File: src/rtl/icache_refill_unit_pkg.sv
// Shared frontend definitions: refill geometry and refill FSM encoding.
package icache_refill_unit_pkg;

   localparam int unsigned LINE_SIZE_DEF  = 512;
   localparam int unsigned BEAT_WIDTH_DEF = 64;
   localparam int unsigned ADDR_WIDTH_DEF = 64;
   localparam int unsigned MISS_CNT_W     = 32;

   typedef enum logic [1:0] {
      IDLE = 2'd0,
      REQ  = 2'd1,
      WAIT = 2'd2,
      DONE = 2'd3
   } refill_state_t;

endpackage

File: src/rtl/icache_refill_unit_if.sv
// Miss, refill, memory and status signals of the icache refill unit.
interface icache_refill_unit_if
   import icache_refill_unit_pkg::*;
#(
   parameter int unsigned LINE_SIZE  = LINE_SIZE_DEF,
   parameter int unsigned BEAT_WIDTH = BEAT_WIDTH_DEF,
   parameter int unsigned ADDR_WIDTH = ADDR_WIDTH_DEF
) ();

   logic                  icache_miss_valid_i;
   logic [ADDR_WIDTH-1:0] icache_miss_addr_i;
   logic                  refill_icache_valid_o;
   logic [LINE_SIZE-1:0]  refill_icache_data_o;
   logic                  mem_req_valid_o;
   logic                  mem_req_ready_i;
   logic [ADDR_WIDTH-1:0] mem_req_addr_o;
   logic                  mem_resp_valid_i;
   logic [BEAT_WIDTH-1:0] mem_resp_data_i;
   logic                  busy_o;
   logic [MISS_CNT_W-1:0] miss_cnt_o;

   // Refill unit side
   modport master (
      input  icache_miss_valid_i, icache_miss_addr_i,
      input  mem_req_ready_i, mem_resp_valid_i, mem_resp_data_i,
      output refill_icache_valid_o, refill_icache_data_o,
      output mem_req_valid_o, mem_req_addr_o,
      output busy_o, miss_cnt_o
   );

   // Cache / memory side
   modport slave (
      output icache_miss_valid_i, icache_miss_addr_i,
      output mem_req_ready_i, mem_resp_valid_i, mem_resp_data_i,
      input  refill_icache_valid_o, refill_icache_data_o,
      input  mem_req_valid_o, mem_req_addr_o,
      input  busy_o, miss_cnt_o
   );

endinterface

File: src/rtl/icache_refill_unit.sv
// Fetches one cache line as BEATS single-outstanding memory beats and
// presents the assembled line with a one-cycle refill pulse.
module icache_refill_unit
   import icache_refill_unit_pkg::*;
#(
   parameter int unsigned LINE_SIZE  = LINE_SIZE_DEF,
   parameter int unsigned BEAT_WIDTH = BEAT_WIDTH_DEF,
   parameter int unsigned ADDR_WIDTH = ADDR_WIDTH_DEF
) (
   input logic           clk,
   input logic           rst,
   icache_refill_unit_if.master bus
);

   localparam int unsigned BEATS      = LINE_SIZE / BEAT_WIDTH;
   localparam int unsigned LINE_BYTES = LINE_SIZE / 8;
   localparam int unsigned BEAT_SHIFT = $clog2(BEAT_WIDTH / 8);
   localparam int unsigned CNT_W      = $clog2(BEATS);

   refill_state_t         state_q, state_d;
   logic [ADDR_WIDTH-1:0] base_q, base_d;
   logic [CNT_W-1:0]      beat_q, beat_d;
   logic [LINE_SIZE-1:0]  line_q, line_d;
   logic [LINE_SIZE-1:0]  data_q, data_d;
   logic [MISS_CNT_W-1:0] cnt_q, cnt_d;
   logic                  req_valid_q, req_valid_d;
   logic [ADDR_WIDTH-1:0] req_addr_q, req_addr_d;
   logic                  refill_valid_q, refill_valid_d;
   logic                  last_beat;

   assign last_beat = (beat_q == CNT_W'(BEATS - 1));

   // State register
   always_ff @(posedge clk) begin
      if (rst) state_q <= IDLE;
      else     state_q <= state_d;
   end

   // Next-state logic
   always_comb begin
      state_d = state_q;
      case (state_q)
         IDLE: if (bus.icache_miss_valid_i) state_d = REQ;
         REQ:  if (bus.mem_req_ready_i)     state_d = WAIT;
         WAIT: if (bus.mem_resp_valid_i)    state_d = last_beat ? DONE : REQ;
         DONE: state_d = IDLE;
         default: state_d = IDLE;
      endcase
   end

   // Next values of the datapath and the registered outputs
   always_comb begin
      base_d = base_q;
      beat_d = beat_q;
      line_d = line_q;
      data_d = data_q;
      cnt_d  = cnt_q;
      case (state_q)
         IDLE: begin
            if (bus.icache_miss_valid_i) begin
               base_d = bus.icache_miss_addr_i & ~ADDR_WIDTH'(LINE_BYTES - 1);
               beat_d = '0;
               if (cnt_q != '1) cnt_d = cnt_q + MISS_CNT_W'(1);
            end
         end
         WAIT: begin
            if (bus.mem_resp_valid_i) begin
               for (int unsigned k = 0; k < BEATS; k++) begin
                  if (beat_q == CNT_W'(k)) line_d[k*BEAT_WIDTH +: BEAT_WIDTH] = bus.mem_resp_data_i;
               end
               // Counter parks on the last beat instead of wrapping
               if (last_beat) data_d = line_d;
               else           beat_d = beat_q + CNT_W'(1);
            end
         end
         default: ;
      endcase
      req_valid_d    = (state_d == REQ);
      req_addr_d     = base_d + (ADDR_WIDTH'(beat_d) << BEAT_SHIFT);
      refill_valid_d = (state_d == DONE);
   end

   // Datapath and output registers
   always_ff @(posedge clk) begin
      if (rst) begin
         base_q         <= '0;
         beat_q         <= '0;
         line_q         <= '0;
         data_q         <= '0;
         cnt_q          <= '0;
         req_valid_q    <= 1'b0;
         req_addr_q     <= '0;
         refill_valid_q <= 1'b0;
      end else begin
         base_q         <= base_d;
         beat_q         <= beat_d;
         line_q         <= line_d;
         data_q         <= data_d;
         cnt_q          <= cnt_d;
         req_valid_q    <= req_valid_d;
         req_addr_q     <= req_addr_d;
         refill_valid_q <= refill_valid_d;
      end
   end

   assign bus.mem_req_valid_o       = req_valid_q;
   assign bus.mem_req_addr_o        = req_addr_q;
   assign bus.refill_icache_valid_o = refill_valid_q;
   assign bus.refill_icache_data_o  = data_q;
   assign bus.miss_cnt_o            = cnt_q;
   assign bus.busy_o                = (state_q != IDLE);

endmodule

File: src/flat_wrapper.sv
// flat-port wrapper written by rule: the top's interface ports become plain ports
module icache_refill_unit_flat import icache_refill_unit_pkg::*;
#(
   parameter int unsigned LINE_SIZE  = LINE_SIZE_DEF,
   parameter int unsigned BEAT_WIDTH = BEAT_WIDTH_DEF,
   parameter int unsigned ADDR_WIDTH = ADDR_WIDTH_DEF
)
  (clk, rst, bus_icache_miss_valid_i, bus_icache_miss_addr_i, bus_mem_req_ready_i, bus_mem_resp_valid_i, bus_mem_resp_data_i, bus_refill_icache_valid_o, bus_refill_icache_data_o, bus_mem_req_valid_o, bus_mem_req_addr_o, bus_busy_o, bus_miss_cnt_o);
  icache_refill_unit_if #(.LINE_SIZE(LINE_SIZE), .BEAT_WIDTH(BEAT_WIDTH), .ADDR_WIDTH(ADDR_WIDTH)) bus_i ();
  input logic clk;
  input logic rst;
  input wire logic [$bits(bus_i.icache_miss_valid_i)-1:0] bus_icache_miss_valid_i;
  input wire logic [$bits(bus_i.icache_miss_addr_i)-1:0] bus_icache_miss_addr_i;
  input wire logic [$bits(bus_i.mem_req_ready_i)-1:0] bus_mem_req_ready_i;
  input wire logic [$bits(bus_i.mem_resp_valid_i)-1:0] bus_mem_resp_valid_i;
  input wire logic [$bits(bus_i.mem_resp_data_i)-1:0] bus_mem_resp_data_i;
  output wire logic [$bits(bus_i.refill_icache_valid_o)-1:0] bus_refill_icache_valid_o;
  output wire logic [$bits(bus_i.refill_icache_data_o)-1:0] bus_refill_icache_data_o;
  output wire logic [$bits(bus_i.mem_req_valid_o)-1:0] bus_mem_req_valid_o;
  output wire logic [$bits(bus_i.mem_req_addr_o)-1:0] bus_mem_req_addr_o;
  output wire logic [$bits(bus_i.busy_o)-1:0] bus_busy_o;
  output wire logic [$bits(bus_i.miss_cnt_o)-1:0] bus_miss_cnt_o;
  assign bus_i.icache_miss_valid_i = bus_icache_miss_valid_i;
  assign bus_i.icache_miss_addr_i = bus_icache_miss_addr_i;
  assign bus_i.mem_req_ready_i = bus_mem_req_ready_i;
  assign bus_i.mem_resp_valid_i = bus_mem_resp_valid_i;
  assign bus_i.mem_resp_data_i = bus_mem_resp_data_i;
  assign bus_refill_icache_valid_o = bus_i.refill_icache_valid_o;
  assign bus_refill_icache_data_o = bus_i.refill_icache_data_o;
  assign bus_mem_req_valid_o = bus_i.mem_req_valid_o;
  assign bus_mem_req_addr_o = bus_i.mem_req_addr_o;
  assign bus_busy_o = bus_i.busy_o;
  assign bus_miss_cnt_o = bus_i.miss_cnt_o;
  icache_refill_unit #(.LINE_SIZE(LINE_SIZE), .BEAT_WIDTH(BEAT_WIDTH), .ADDR_WIDTH(ADDR_WIDTH)) u_core (.clk(clk), .rst(rst), .bus(bus_i));
endmodule
File: config.mk
export PLATFORM = sky130hd
export DESIGN_NAME = icache_refill_unit_flat
export DESIGN_NICKNAME = d
export VERILOG_FILES = /design/src/rtl/icache_refill_unit_pkg.sv /design/src/rtl/icache_refill_unit_if.sv /design/src/rtl/icache_refill_unit.sv /design/src/flat_wrapper.sv
export SDC_FILE = /design/constraint.sdc
export NUM_CORES = 2
export LEC_CHECK = 0
export ABC_CLOCK_PERIOD_IN_PS = 6600
export CAP_MARGIN = 40
export CORE_UTILIZATION = 43
export DETAILED_ROUTE_END_ITERATION = 8
export PLACE_DENSITY = 0.71
export SLEW_MARGIN = 25
export SYNTH_ARGS = -nofsm -noshare
export SYNTH_HDL_FRONTEND = slang
export SYNTH_SLANG_ARGS = --single-unit
File: constraint.sdc
create_clock -name clk -period 6.6 [get_ports clk]
set_clock_uncertainty 0.15 [all_clocks]
set_input_delay 0.99 -clock clk [delete_from_list [all_inputs] [get_ports clk]]
set_output_delay 0.99 -clock clk [all_outputs]
set_load 0.05 [all_outputs]
; Word-level counts from Yosys, hierarchy flattened
; Cells that the tools add are included.
[classes]
add_sub_neg = 3
multipliers = 0
n_div = 0
order_cmp = 0
n_eq_ne = 13
shift = 0
n_mux = 19
n_bitwise = 0
n_reduce_logical = 6
[op_table]
columns = op, count
row1 = $mux 64, 10
row2 = $add 64x6->64, 1
row3 = $add 32x1->32 const B, 1
row4 = $ne 32x32->1 const B, 1
row5 = $eq 3x3->1 const B, 4
row6 = $mux 3, 3
row7 = $mux 2, 4
row8 = $pmux 2 s4, 1
row9 = $eq 2x2->1 const B, 3
row10 = $eq 3x2->1 const B, 2
row11 = $pmux 3 s2, 1
row12 = $reduce_and 3->1, 2
row13 = $eq 2x1->1 const B, 2
row14 = $add 3x1->3 const B, 1
row15 = $eq 3x1->1 const B, 1
row16 = $logic_not 3->1, 1
row17 = $logic_not 2->1, 1
row18 = $reduce_and 2->1, 1
row19 = $reduce_bool 2->1, 1
[totals]
ff_bits = 1191
latchBits = 0
ram_bits = 0
mem_bits_ro = 0
input_bits = 133
out_inout_bits = 611
elab_cells = 50
n_memories = 0

; Longest topological paths before layout
[depth]
word_depth = 5
depth_mapped = 17
ltp_nobuf = 12

; Least setup slack after synthesis
; Ideal clock, no wire load.
[synth_timing]
path_type = input -> register
startpoint = input port bus_icache_miss_valid_i
endpoint = register u_core.req_addr_q[62] (netlist: u_core.bus.mem_req_addr_o[62])
setup_time_ns = 0.123
arrival_time_ns = 5.244
t_required_ns = 6.327
setup_slack_ns = 1.083
cell_stages = 15
n_path_buf = 7
cell_sequence = nor3b_4 > clkbuf_1 > buf_1 > buf_2 > buf_2 > buf_1 > buf_2 > nor2_1 > ha_1 > a21oi_1 > or4_1 > or4_1 > buf_2 > nor4_2 > mux2_1
[synth_between]
elab_chain_len = 3
word_cells_on_any_way = 5
classes_between = 1 x add/sub / 4 x mux
[synth_lines]
columns = item, line
row1 = "start, declared", flat_wrapper.sv:12  ; input wire logic [$bits(bus_i.icache_miss_valid_i)-1:0] bus_icache_miss_valid_i;
row2 = $mux 3, icache_refill_unit.sv:60  ; if (bus.icache_miss_valid_i) begin
row3 = $pmux 3 s2, icache_refill_unit.sv:58  ; case (state_q)
row4 = named net u_core.beat_d[2], icache_refill_unit.sv:22  ; logic [CNT_W-1:0] beat_q, beat_d;
row5 = $add 64x6->64, icache_refill_unit.sv:79  ; req_addr_d = base_d + (ADDR_WIDTH'(beat_d) << BEAT_SHIFT);
row6 = "end signal, assigned", icache_refill_unit.sv:101  ; req_addr_q <= req_addr_d;
row7 = "end, declared", icache_refill_unit.sv:27  ; logic [ADDR_WIDTH-1:0] req_addr_q, req_addr_d;
; The timed path passes the listed nets, and every way through them passes these cells.
; A chain may end at the register's enable or synchronous reset.

; Worst setup path after layout
[layout_timing]
startpoint = input port bus_mem_resp_valid_i
endpoint = register u_core.req_addr_q[62] (netlist: u_core.bus.mem_req_addr_o[62])
[layout_between]
elab_chain_len = 3
[layout_lines]
columns = item, line
row1 = "start, declared", flat_wrapper.sv:15  ; input wire logic [$bits(bus_i.mem_resp_valid_i)-1:0] bus_mem_resp_valid_i;
row2 = $mux 3, icache_refill_unit.sv:67  ; if (bus.mem_resp_valid_i) begin
row3 = $pmux 3 s2, icache_refill_unit.sv:58
row4 = named net u_core.beat_d[0], icache_refill_unit.sv:22
row5 = $add 64x6->64, icache_refill_unit.sv:79
; The timed path passes the listed nets, and every way through them passes these cells.

==> flow_summary.json <==
{
  "outcome": "finished, final reports clean",
  "vdd_drop_max_mv": 0.2082,
  "p_per_area_nw_per_um2": 259.2,
  "met2_length_um": 69320,
  "wl_um": 149900,
  "critical_path.cell_chain": "clkdlybuf4s50_1 -> and3b_1 -> nand2_1 -> o21ai_0 -> ha_1 -> a21o_1 -> a21oi_1 -> or4_1 -> buf_4 -> or4_1 -> nor4_2 -> mux2_1",
  "ff2ff_path_depth": 11,
  "synth-edff-count": 0,
  "cp_data_arrival_time_ps": 5170,
  "htree_levels": 3,
  "worst-path-buf-inv": 2,
  "drcViolationCount": 0,
  "final_cell_mix": "1829 x nand2_1, 1120 x dfxtp_1, 804 x a21oi_1",
  "worstSetupStartpointType": "input pin",
  "cts.clk_slew.worst_paths_ps": 60,
  "fillers": 8736,
  "layout_commonest_cell": "nand2_1",
  "gp_congestion": 0.8749,
  "clock_latency_ps": 720,
  "drv_slew": 0,
  "syn_area_per_cell_um2": 7.836,
  "grt_usage_pct": 28.65,
  "holdPathStages": 2,
  "cp-end-kind": "flip-flop",
  "synthesis.area_um2": 42520,
  "antenna_found_initial": 5,
  "rows": 114,
  "drive_gt1_share_pct": 5.072,
  "wl_per_cell_um": 20.73,
  "wl_met1_um": 61610,
  "dp_cells": 7009,
  "drt_first_pass_iters": 6,
  "setup_tns_ps": 0,
  "maxCapViolations": 0,
  "io_pins": 744,
  "power.leakage_nw": 17.25,
  "cp-startpoint": "bus_mem_resp_valid_i",
  "clock_sinks": 1121,
  "ant_nets": 0,
  "postCtsHoldBufs": 0,
  "crit_family": "simple AND/OR/NAND/NOR gates",
  "die_area_um2": 100100,
  "fin_cells": 7233,
  "hold_viol": 0,
  "required_ps": 7040,
  "slowest_stage": "or4_1",
  "synth_top_flop_cell": "dfxtp_1",
  "yosysWarningCount": 0,
  "finalCriticalPeriod_ps": 4732,
  "fp.coreArea_um2": 97280,
  "vias_per_cell": 5.478,
  "grt_pass1_wl_um": 222300,
  "cpMostUsedCell": "or4_1",
  "r2r_start": "u_core.state_q[1]",
  "post_cts_resized": 0,
  "root_buffer": "clkbuf_16",
  "rsz0062_at_grt": "no",
  "numCtsBuffers": 116,
  "tightest_slew_ps": 924.3,
  "grt_pass1_vias": 36286,
  "drtIter0Drc": 3945,
  "fin_ws_ps": 1868,
  "layout.nets": 6000,
  "relSlewSlack_pct": 38.38,
  "grt.overflow.total": 0,
  "critPathMaxStageDelay_ps": 720,
  "die_w_um": 316.5,
  "num_vias": 39624,
  "critPathKind": "input pin to flip-flop",
  "dp_worst_setup_slack_ps": 1250,
  "wl_met3_um": 13220,
  "grt_max_degree": 222,
  "die_y_um": 316.5,
  "hold_path_class": "flip-flop to flip-flop",
  "start_util_pct": 43.71,
  "syn_inst": 5426,
  "synth-seq-area-share_pct": 52.78,
  "hpwl_um": 95400,
  "worstPathMaxFanout": 20,
  "dr.max_layer_used": "met5",
  "post_cts_buffers": 0,
  "synthToLayoutAreaGrowth_pct": 28.42,
  "worst-path-stages": 12,
  "synth_cell_types": 59,
  "io_buffer_count": 734,
  "setup_viol": 0,
  "hp-start": "u_core.line_q[105]",
  "ys_ff_latch": 1121,
  "min_period_over_period_pct": 71.70,
  "synth-async-reset-ratio_pct": 0,
  "cts.path.max_buffers": 3,
  "fmax_mhz": 211.3,
  "tritoncts": "yes"
}
## layer usage
layer | track usage (%) | up-vias
met3 | 7.554 | 279
met2 | 45.85 | 1538
met4 | 11.56 | 2
li1 | - | 18921
met5 | 0 | -
met1 | 36.62 | 18884
## cell usage after synthesis (all sizes together), types with 8 or more instances
| cell | n | share of area, % |
|---|---|---|
| o21ai | 19 | 0.22 |
| nor4 | 17 | 0.26 |
| clkbuf | 465 | 4.1 |
| nand2 | 1836 | 16 |
| or3 | 10 | 0.15 |
| nand4 | 33 | 0.49 |
| and3 | 12 | 0.18 |
| mux2 | 25 | 0.67 |
| a21oi | 804 | 9.5 |
| nor3 | 36 | 0.42 |
| and4 | 11 | 0.23 |
| inv | 11 | 0.097 |
| and3b | 12 | 0.25 |
| nor4b | 8 | 0.16 |
| and2 | 9 | 0.13 |
| mux2i | 41 | 0.97 |
| nor2b | 19 | 0.28 |
| o22ai | 8 | 0.12 |
| dfxtp | 1121 | 53 |
| nand3 | 263 | 3.1 |
| xor2 | 26 | 0.54 |
| nor2 | 322 | 2.8 |
| buf | 27 | 0.32 |
| ha | 8 | 0.24 |
| a311oi | 192 | 4.0 |
| xnor2 | 40 | 0.82 |
## sequential cells by signal, summed over array words and instances (netlist names)
name                              count
u_core.bus.mem_req_valid_o            1
u_core.base_q                        61
u_core.bus.miss_cnt_o                32
u_core.bus.refill_icache_data_o     512
u_core.line_q                       448
u_core.state_q                        2
u_core.bus.refill_icache_valid_o      1
u_core.bus.mem_req_addr_o            61
u_core.beat_q                         3
## final timing paths
check,end,slack (ps)
worst max-delay path,u_core.bus.mem_req_addr_o[62],1870
worst min-delay path,u_core.bus.refill_icache_data_o[105],290
worst max register to register,u_core.bus.mem_req_addr_o[62],2120
worst min register to register,u_core.bus.refill_icache_data_o[105],290
## cell type report
| class | instances | area, µm² | share of cell area [%] |
|---|---|---|---|
| diodes | 3 | 7.507 | 0.01375 |
| clock buffers | 180 | 3413 | 6.251 |
| clock inverters | 34 | 410.4 | 0.7516 |
| inverters | 11 | 41.29 | 0.07562 |
| multi-input cells | 3804 | 18350 | 33.60 |
| flip-flops and latches | 1121 | 22450 | 41.11 |
| well taps | 1276 | 1597 | 2.924 |
| repair buffers | 804 | 8338 | 15.27 |
## metrics by stage
stage	power (mW)	area (µm²)	util, %	hold slack (ps)
6_report	14.15	54600	56.13	289.8
5_1_grt	14.54	54600	56.13	311.1
4_1_cts	14.23	54490	56.02	291.6
3_5_place_dp	7.704	50670	52.08	292.3
3_3_place_gp	7.694	50200	51.60	286.6
2_1_floorplan	7.406	42530	-	282.2
## worst min-delay path: stages (launching register included)
cell and delay [ps]:
dfxtp_1 310, nand2_1 60, a21oi_1 50
## power by group
group          internal [mW]  switching (mW)  leakage, nW  total, mW
clock                   3.79            2.80         1.86       6.59
sequential              6.82          0.0421         9.05       6.87
combinational          0.208           0.493         6.34      0.701
## logic make-up after synthesis
group	after synthesis	share of synthesized area, %
AO/OA/AOI/OAI	1053	14.35
XOR/XNOR	66	1.360
adder cells (fa/ha/maj)	9	0.2825
buffers and inverters	503	4.523
flip-flops	1121	52.78
multiplexers	66	1.636
other	1	0.008820
AND/OR/NAND/NOR	2607	25.05
No activity file was read; power rests on OpenSTA's default activity.
